==> src/rtl/timestamp_mem_loader.sv <==
// timestamp_mem_loader: writes the host stream into every shadow frame group, then requests a bank swap
module timestamp_mem_loader #(
   parameter int ADDR_W  = 9,
   parameter int DATA_W  = 17,
   parameter int GRP_W   = 3,
   parameter int MAX_GRP = 4,
   parameter int TIMEOUT = 65535
) (
   input  logic              clk_i,
   input  logic              nrst_i,
   input  logic              start_i,
   input  logic              abort_i,
   input  logic [ADDR_W-1:0] last_addr_i,
   input  logic [GRP_W-1:0]  number_of_frames_i,
   input  logic [DATA_W-1:0] s_data_i,
   input  logic              s_valid_i,
   output logic              s_ready_o,
   input  logic              update_mem_i,
   output logic [ADDR_W-1:0] waddr_o,
   output logic [DATA_W-1:0] wdata_o,
   output logic              wen_o,
   output logic [GRP_W-1:0]  memory_selector_o,
   output logic              mem_updated_o,
   output logic              busy_o,
   output logic              done_o,
   output logic              err_o
);
   localparam int TW = $clog2(TIMEOUT + 1);

   typedef enum logic [1:0] {IDLE, LOAD, COMMIT} state_t;

   state_t            state;
   logic [ADDR_W-1:0] last_addr, addr;
   logic [GRP_W-1:0]  frames, grp;
   logic [TW-1:0]     tcnt;
   logic              upd_ref;
   logic              hs;

   assign s_ready_o = state == LOAD;
   assign busy_o    = state != IDLE;
   assign hs        = s_valid_i & s_ready_o;

   always_ff @(posedge clk_i or negedge nrst_i)
      if (!nrst_i) begin
         state             <= IDLE;
         last_addr         <= '0;
         addr              <= '0;
         frames            <= '0;
         grp               <= '0;
         tcnt              <= '0;
         upd_ref           <= 1'b0;
         waddr_o           <= '0;
         wdata_o           <= '0;
         wen_o             <= 1'b0;
         memory_selector_o <= '0;
         mem_updated_o     <= 1'b0;
         done_o            <= 1'b0;
         err_o             <= 1'b0;
      end else begin
         wen_o  <= 1'b0;
         done_o <= 1'b0;
         if (abort_i) begin
            state         <= IDLE;
            mem_updated_o <= 1'b0;
         end else
            case (state)
               IDLE:
                  if (start_i) begin
                     state     <= LOAD;
                     last_addr <= last_addr_i;
                     frames    <= (number_of_frames_i > GRP_W'(MAX_GRP)) ? GRP_W'(MAX_GRP) : number_of_frames_i;
                     addr      <= '0;
                     grp       <= '0;
                     err_o     <= 1'b0;
                  end
               LOAD:
                  if (hs) begin
                     wen_o             <= 1'b1;
                     waddr_o           <= addr;
                     wdata_o           <= s_data_i;
                     memory_selector_o <= grp;
                     addr              <= (addr == last_addr) ? '0 : addr + 1'b1;
                     if (addr == last_addr) begin
                        // last word of the last group: the swap reference is the bank select seen now
                        if (grp == frames) begin
                           state   <= COMMIT;
                           upd_ref <= update_mem_i;
                           tcnt    <= '0;
                        end else
                           grp <= grp + 1'b1;
                     end
                  end
               COMMIT:
                  if (update_mem_i != upd_ref) begin
                     state         <= IDLE;
                     mem_updated_o <= 1'b0;
                     done_o        <= 1'b1;
                  end else if (tcnt == TW'(TIMEOUT - 1)) begin
                     state         <= IDLE;
                     mem_updated_o <= 1'b0;
                     err_o         <= 1'b1;
                  end else begin
                     tcnt          <= tcnt + 1'b1;
                     mem_updated_o <= 1'b1;
                  end
               default: state <= IDLE;
            endcase
      end
endmodule
==> config.mk <==
export PLATFORM = sky130hd
export DESIGN_NAME = timestamp_mem_loader
export DESIGN_NICKNAME = d
export VERILOG_FILES = /design/src/rtl/timestamp_mem_loader.sv
export SDC_FILE = /design/constraint.sdc
export NUM_CORES = 1
export LEC_CHECK = 0
export CAP_MARGIN = 40
export CORE_ASPECT_RATIO = 1.4
export CORE_MARGIN = 2
export CORE_UTILIZATION = 40
export CTS_CLUSTER_DIAMETER = 150
export CTS_CLUSTER_SIZE = 40
export DETAILED_ROUTE_END_ITERATION = 12
export DONT_BUFFER_PORTS = 1
export SLEW_MARGIN = 20
export SYNTH_ARGS = -nofsm -noshare
export SYNTH_HDL_FRONTEND = slang
export SYNTH_SLANG_ARGS = --single-unit
==> constraint.sdc <==
create_clock -name clk_i -period 2 [get_ports clk_i]
set_input_delay 0.5 -clock clk_i [delete_from_list [all_inputs] [get_ports clk_i]]
set_output_delay 0.5 -clock clk_i [all_outputs]
set_load 0.05 [all_outputs]
==> reports/results.md <==
| Group | Item | Value |
|---|---|---|
| outcome | Run status | finished with violations |
| outcome | Violations in the final reports | hold timing |
| sta | Unrepaired setup endpoints after global routing | yes |
| sta | Final setup vio count | 0 |
| routing | Routed WL | 7741 um |
| min path | Hold/Removal Path Class | input pin to async pin |
| place | Cell total after placement | 439 |
| setup path | Slowest library cell on the worst path | sky130_fd_sc_hd__dfrtp_1 |
| place | Port buffer count | 0 |
| setup path | Path type of the worst setup path | flip-flop to output pin |
| sta | Max-slew headroom | 65.05% |
| logic synthesis | Synthesized netlist net count | 361 |
| setup path | Crit Reg-Reg Endpoint | addr[8]$_DFFE_PN0P_ |
| routing | Drc violations | 0 |
| global route | Global-route wire length before repair | 12800 um |
| routing | Number of optimization iterations in the first detailed-route pass | 4 |
| global route | Remaining Overflow, GRT | 0 |
| setup path | Slowest stage delay, CP | 0.46 ns |
| logic synthesis | Number of different library cells in the post-synthesis netlist | 53 |
| setup path | Worst Reg-to-Reg Cells | 5 |
| pwr | PwrDens | 1127 nW/um2 |
| place | HPWL reported at the end of detailed placement | 5587 um |
| routing | Per-cell routed wire length | 17.01 um |
| sta | Worst Max-Slew Pin Slew | 0.5242 ns |
| setup path | Worst Path Max Fanout | 9 |
| global route | Maximum number of pins on one net before global-route repair | 77 |
| logic synthesis | Number of flops mapped to enable cells by yosys | 0 |
| logic synthesis | Main flop type after synthesis | sky130_fd_sc_hd__dfrtp_1 |
| clocking | Post-CTS Repair Setup Buffers | 0 |
| routing | Number of violations reported at the end of detailed-routing iteration 0 | 190 |
| clocking | CTS tree | built |
| floorplan | Standard-cell rows | 41 |
| finish | Count of inserted antenna diode cells | 0 |
| setup path | Data arrival time of the critical path | 1.42 ns |
| global route | GR Util All Layers | 16.90% |
| logic synthesis | Synthesized flop and latch total | 76 |
| clocking | CTS buffer count | 9 |
| logic synthesis | Yosys warns | 0 |
| sta | Hold Fails Final Rpt | 76 |
| flow run | Max Cap Viol | 0 |
| finish | Non-filler cells, final | 455 |
| floorplan | Die Ht | 116.7 um |
| finish | Post-synthesis to final-layout area growth | 15.09% |
| finish | Number of nets in the final layout | 382 |
| logic synthesis | Async set-reset flop share out of synthesis | 100.0% |
| sta | Max Slew Vio Count | 0 |
| global route | Initial antenna violation count | 0 |
| place | Placed standard-cell area | 3887 um2 |
| global route | Via count of the first global-routing pass | 2523 |
| floorplan | Die Area | 9866 um2 |
| finish | Layout fillers | 837 |
| clocking | Maximum buffer depth of the clock tree | 2 |
| sta | Final hold slack | -0.1431 ns |
| finish | Post-Layout Inst Area | 4179 um2 |
| setup path | Setup crit start kind | flip-flop |
| floorplan | Number of top-level pins | 70 |
| sta | Max Clock Skew | 0.008258 ns |
| setup path | Register-to-register setup slack | 0.11 ns |
| place | Weighted congestion at the end of routability-driven global placement | 0.8896 |
| sta | Highest Clock Rate | 0.5220 GHz |
| routing | Via density per instance | 5.626 |
| logic synthesis | Share of synthesized area occupied by flip-flops and latches | 52.38% |
| floorplan | Initial cell density of the core | 40.68% |
| floorplan | Chip width | 84.52 um |
| floorplan | Core area | 8926 um2 |
| clocking | Master cell of the clock root buffer | sky130_fd_sc_hd__clkbuf_16 |
| pwr | Total power of the final layout | 0.004711 W |
| pwr | Leak pwr | 1.872 nW |
| clocking | Clock transition time at the flip-flop clock pins of the worst setup and hold paths | 0.06 ns |
| clocking | Source-to-sink clock delay at the later pin of the worst-skew pair | 0.34 ns |
| setup path | Required time of the critical path | 1.50 ns |
| logic synthesis | Post-synthesis instance total | 322 |
| sta | Share of the clock period used by the worst path | 95.78% |
| finish | Fraction of layout cells with a size suffix above 1 | 26.15% |
| routing | DRT antenna net count | 0 |
| routing | Via count of the routed design | 2560 |
| setup path | List of cells traversed by the critical path | nand2b_1 > inv_2 > buf_6 |
| clocking | Clock Sink Count | 76 |
| setup path | Worst r2r src | state[1]$_DFFE_PN0P_ |
| clocking | Number of levels the H-tree was split into | 3 |
| logic synthesis | Post-synthesis instance area | 3631 um2 |
| pwr | Highest ir drop seen on vdd | 704.2 uV |
| sta | Clock period minus worst slack | 1.916 ns |
| setup path | Critical path capture point type | output pin |
| logic synthesis | Synth Area per Inst | 11.28 um2 |
cells in the final DEF, fill, tap and decap left out, types with 2 or more instances in the layout:
cell type	n
sky130_fd_sc_hd__nand4_1	6
sky130_fd_sc_hd__o22ai_1	3
sky130_fd_sc_hd__xnor2_1	3
sky130_fd_sc_hd__and3_1	6
sky130_fd_sc_hd__a41oi_1	5
sky130_fd_sc_hd__buf_4	19
sky130_fd_sc_hd__nand3_1	12
sky130_fd_sc_hd__o21ai_0	4
sky130_fd_sc_hd__nand2b_1	3
sky130_fd_sc_hd__nor4_4	2
sky130_fd_sc_hd__nand4_2	2
sky130_fd_sc_hd__clkbuf_16	9
sky130_fd_sc_hd__a31oi_1	13
sky130_fd_sc_hd__o21a_1	2
sky130_fd_sc_hd__ha_1	4
sky130_fd_sc_hd__mux2_2	39
sky130_fd_sc_hd__nor3_1	12
sky130_fd_sc_hd__o211a_1	2
sky130_fd_sc_hd__nand3b_1	6
sky130_fd_sc_hd__clkinv_2	2
sky130_fd_sc_hd__o311ai_0	2
sky130_fd_sc_hd__mux2i_1	2
sky130_fd_sc_hd__or3_1	4
sky130_fd_sc_hd__o21ai_1	7
sky130_fd_sc_hd__xor2_1	10
sky130_fd_sc_hd__clkbuf_8	2
sky130_fd_sc_hd__and2_1	2
sky130_fd_sc_hd__nand2_1	23
sky130_fd_sc_hd__or2_2	2
sky130_fd_sc_hd__a21oi_1	9
sky130_fd_sc_hd__nor2_1	14
sky130_fd_sc_hd__dfrtp_1	76
sky130_fd_sc_hd__inv_1	14
Yosys cell counts (2+ instances only):
cell type / count / share of area, %
sky130_fd_sc_hd__o22ai_1: 3 / 0.52
sky130_fd_sc_hd__nand3b_1: 6 / 1.2
sky130_fd_sc_hd__nand2b_1: 3 / 0.52
sky130_fd_sc_hd__inv_1: 14 / 1.4
sky130_fd_sc_hd__o311ai_0: 2 / 0.48
sky130_fd_sc_hd__mux2_2: 39 / 12
sky130_fd_sc_hd__xor2_1: 10 / 2.4
sky130_fd_sc_hd__nor4_4: 2 / 1.2
sky130_fd_sc_hd__nand4_2: 2 / 0.69
sky130_fd_sc_hd__clkbuf_1: 2 / 0.21
sky130_fd_sc_hd__o21ai_0: 4 / 0.55
sky130_fd_sc_hd__o21ai_1: 7 / 0.96
sky130_fd_sc_hd__o211a_1: 2 / 0.55
sky130_fd_sc_hd__buf_2: 9 / 1.2
sky130_fd_sc_hd__mux2i_1: 2 / 0.55
sky130_fd_sc_hd__xnor2_1: 3 / 0.72
sky130_fd_sc_hd__ha_1: 4 / 1.4
sky130_fd_sc_hd__or3_1: 4 / 0.69
sky130_fd_sc_hd__nand3_1: 12 / 1.7
sky130_fd_sc_hd__dfrtp_1: 76 / 52
sky130_fd_sc_hd__a21oi_1: 9 / 1.2
sky130_fd_sc_hd__nor3_1: 12 / 1.7
sky130_fd_sc_hd__and3_1: 6 / 1.0
sky130_fd_sc_hd__o21a_1: 2 / 0.41
sky130_fd_sc_hd__a41oi_1: 5 / 1.2
sky130_fd_sc_hd__nand2_1: 23 / 2.4
sky130_fd_sc_hd__a31oi_1: 13 / 2.2
sky130_fd_sc_hd__and2_1: 2 / 0.34
sky130_fd_sc_hd__nand4_1: 6 / 1.0
sky130_fd_sc_hd__or2_2: 2 / 0.34
sky130_fd_sc_hd__nor2_1: 14 / 1.4
per-stage QoR:
step | setup WS [ns] | util [%] | setup TNS, ns
2_1_floorplan | 0.1966 | - | 0
3_3_place_gp | 0.1415 | 43.55 | 0
3_5_place_dp | 0.06108 | 43.55 | 0
4_1_cts | 0.02089 | 46.78 | 0
5_1_grt | -0.02916 | 46.82 | -0.02916
6_report | 0.08444 | 46.82 | 0
flip-flops by register name (all words and copies together), names as in the netlist:
name / flops
wdata_o: 17
state: 2
wen_o: 1
waddr_o: 9
grp: 3
mem_updated_o: 1
last_addr: 9
upd_ref: 1
err_o: 1
tcnt: 16
frames: 3
memory_selector_o: 3
done_o: 1
addr: 9
metal layers:
layer	global-route usage, %	part of all wire [%]	up-vias
li1	-	-	1225
met3	5.371	6.5	10
met2	27.87	51	78
met4	7.407	1.9	0
met1	20.41	41	1247
met5	0	0	-
repair_timing:
action                                  4_1_cts  5_1_grt
endpoints found under the setup margin        0        3
gates resized for setup                       0        1
endpoints found under the hold margin        76       76
area by class of cell:
class	count	area, um2	share of cell area (%)
flip-flops and latches	76	1902	45.51
repair buffers	21	173.9	4.162
inverters	15	56.30	1.347
multi-input cells	220	1625	38.89
well taps	107	133.9	3.204
clock buffers	11	252.7	6.048
clock inverters	5	35.03	0.8383
worst max path at each step:
stage / end / slack (ns) / startpoint / cells after the start
finish: s_ready_o / 0.08 / state[1]$_DFFE_PN0P_ / 3
CTS: s_ready_o / 0.02 / state[1]$_DFFE_PN0P_ / 3
floorplan: upd_ref$_DFFE_PN0P_ / 0.20 / state[1]$_DFFE_PN0P_ / 5
detailed placement: addr[8]$_DFFE_PN0P_ / 0.06 / state[1]$_DFFE_PN0P_ / 5
global route: addr[8]$_DFFE_PN0P_ / -0.03 / state[1]$_DFFE_PN0P_ / 5
global placement: addr[8]$_DFFE_PN0P_ / 0.14 / state[1]$_DFFE_PN0P_ / 5
worst max-delay path, delay by kind of cell, from the launching register on:
family,cells,cell delay [ns]
buffers and inverters,2,0.34
flip-flops,1,0.46
AND/OR/NAND/NOR,1,0.27
where the power goes:
part / switching (W) / total, W / leakage (nW) / internal [W]
registers: 0.000722 / 0.00251 / 0.967 / 0.00179
clock network: 0.000631 / 0.00154 / 0.142 / 0.000909
logic: 0.000326 / 0.000658 / 0.763 / 0.000332
cells by family (layout without fill, tap and decap cells):
| family | count (synthesis) | count (layout) | synth area share, % |
|---|---|---|---|
| mux | 42 | 42 | 12.96 |
| simple gates | 103 | 103 | 16.20 |
| flops | 76 | 76 | 52.38 |
| xor+xnor | 13 | 13 | 3.136 |
| fa+ha+maj | 4 | 4 | 1.378 |
| compound gates | 58 | 58 | 10.96 |
| buf+inv | 26 | 52 | 2.998 |
No activity file was read; power rests on OpenSTA's default activity.
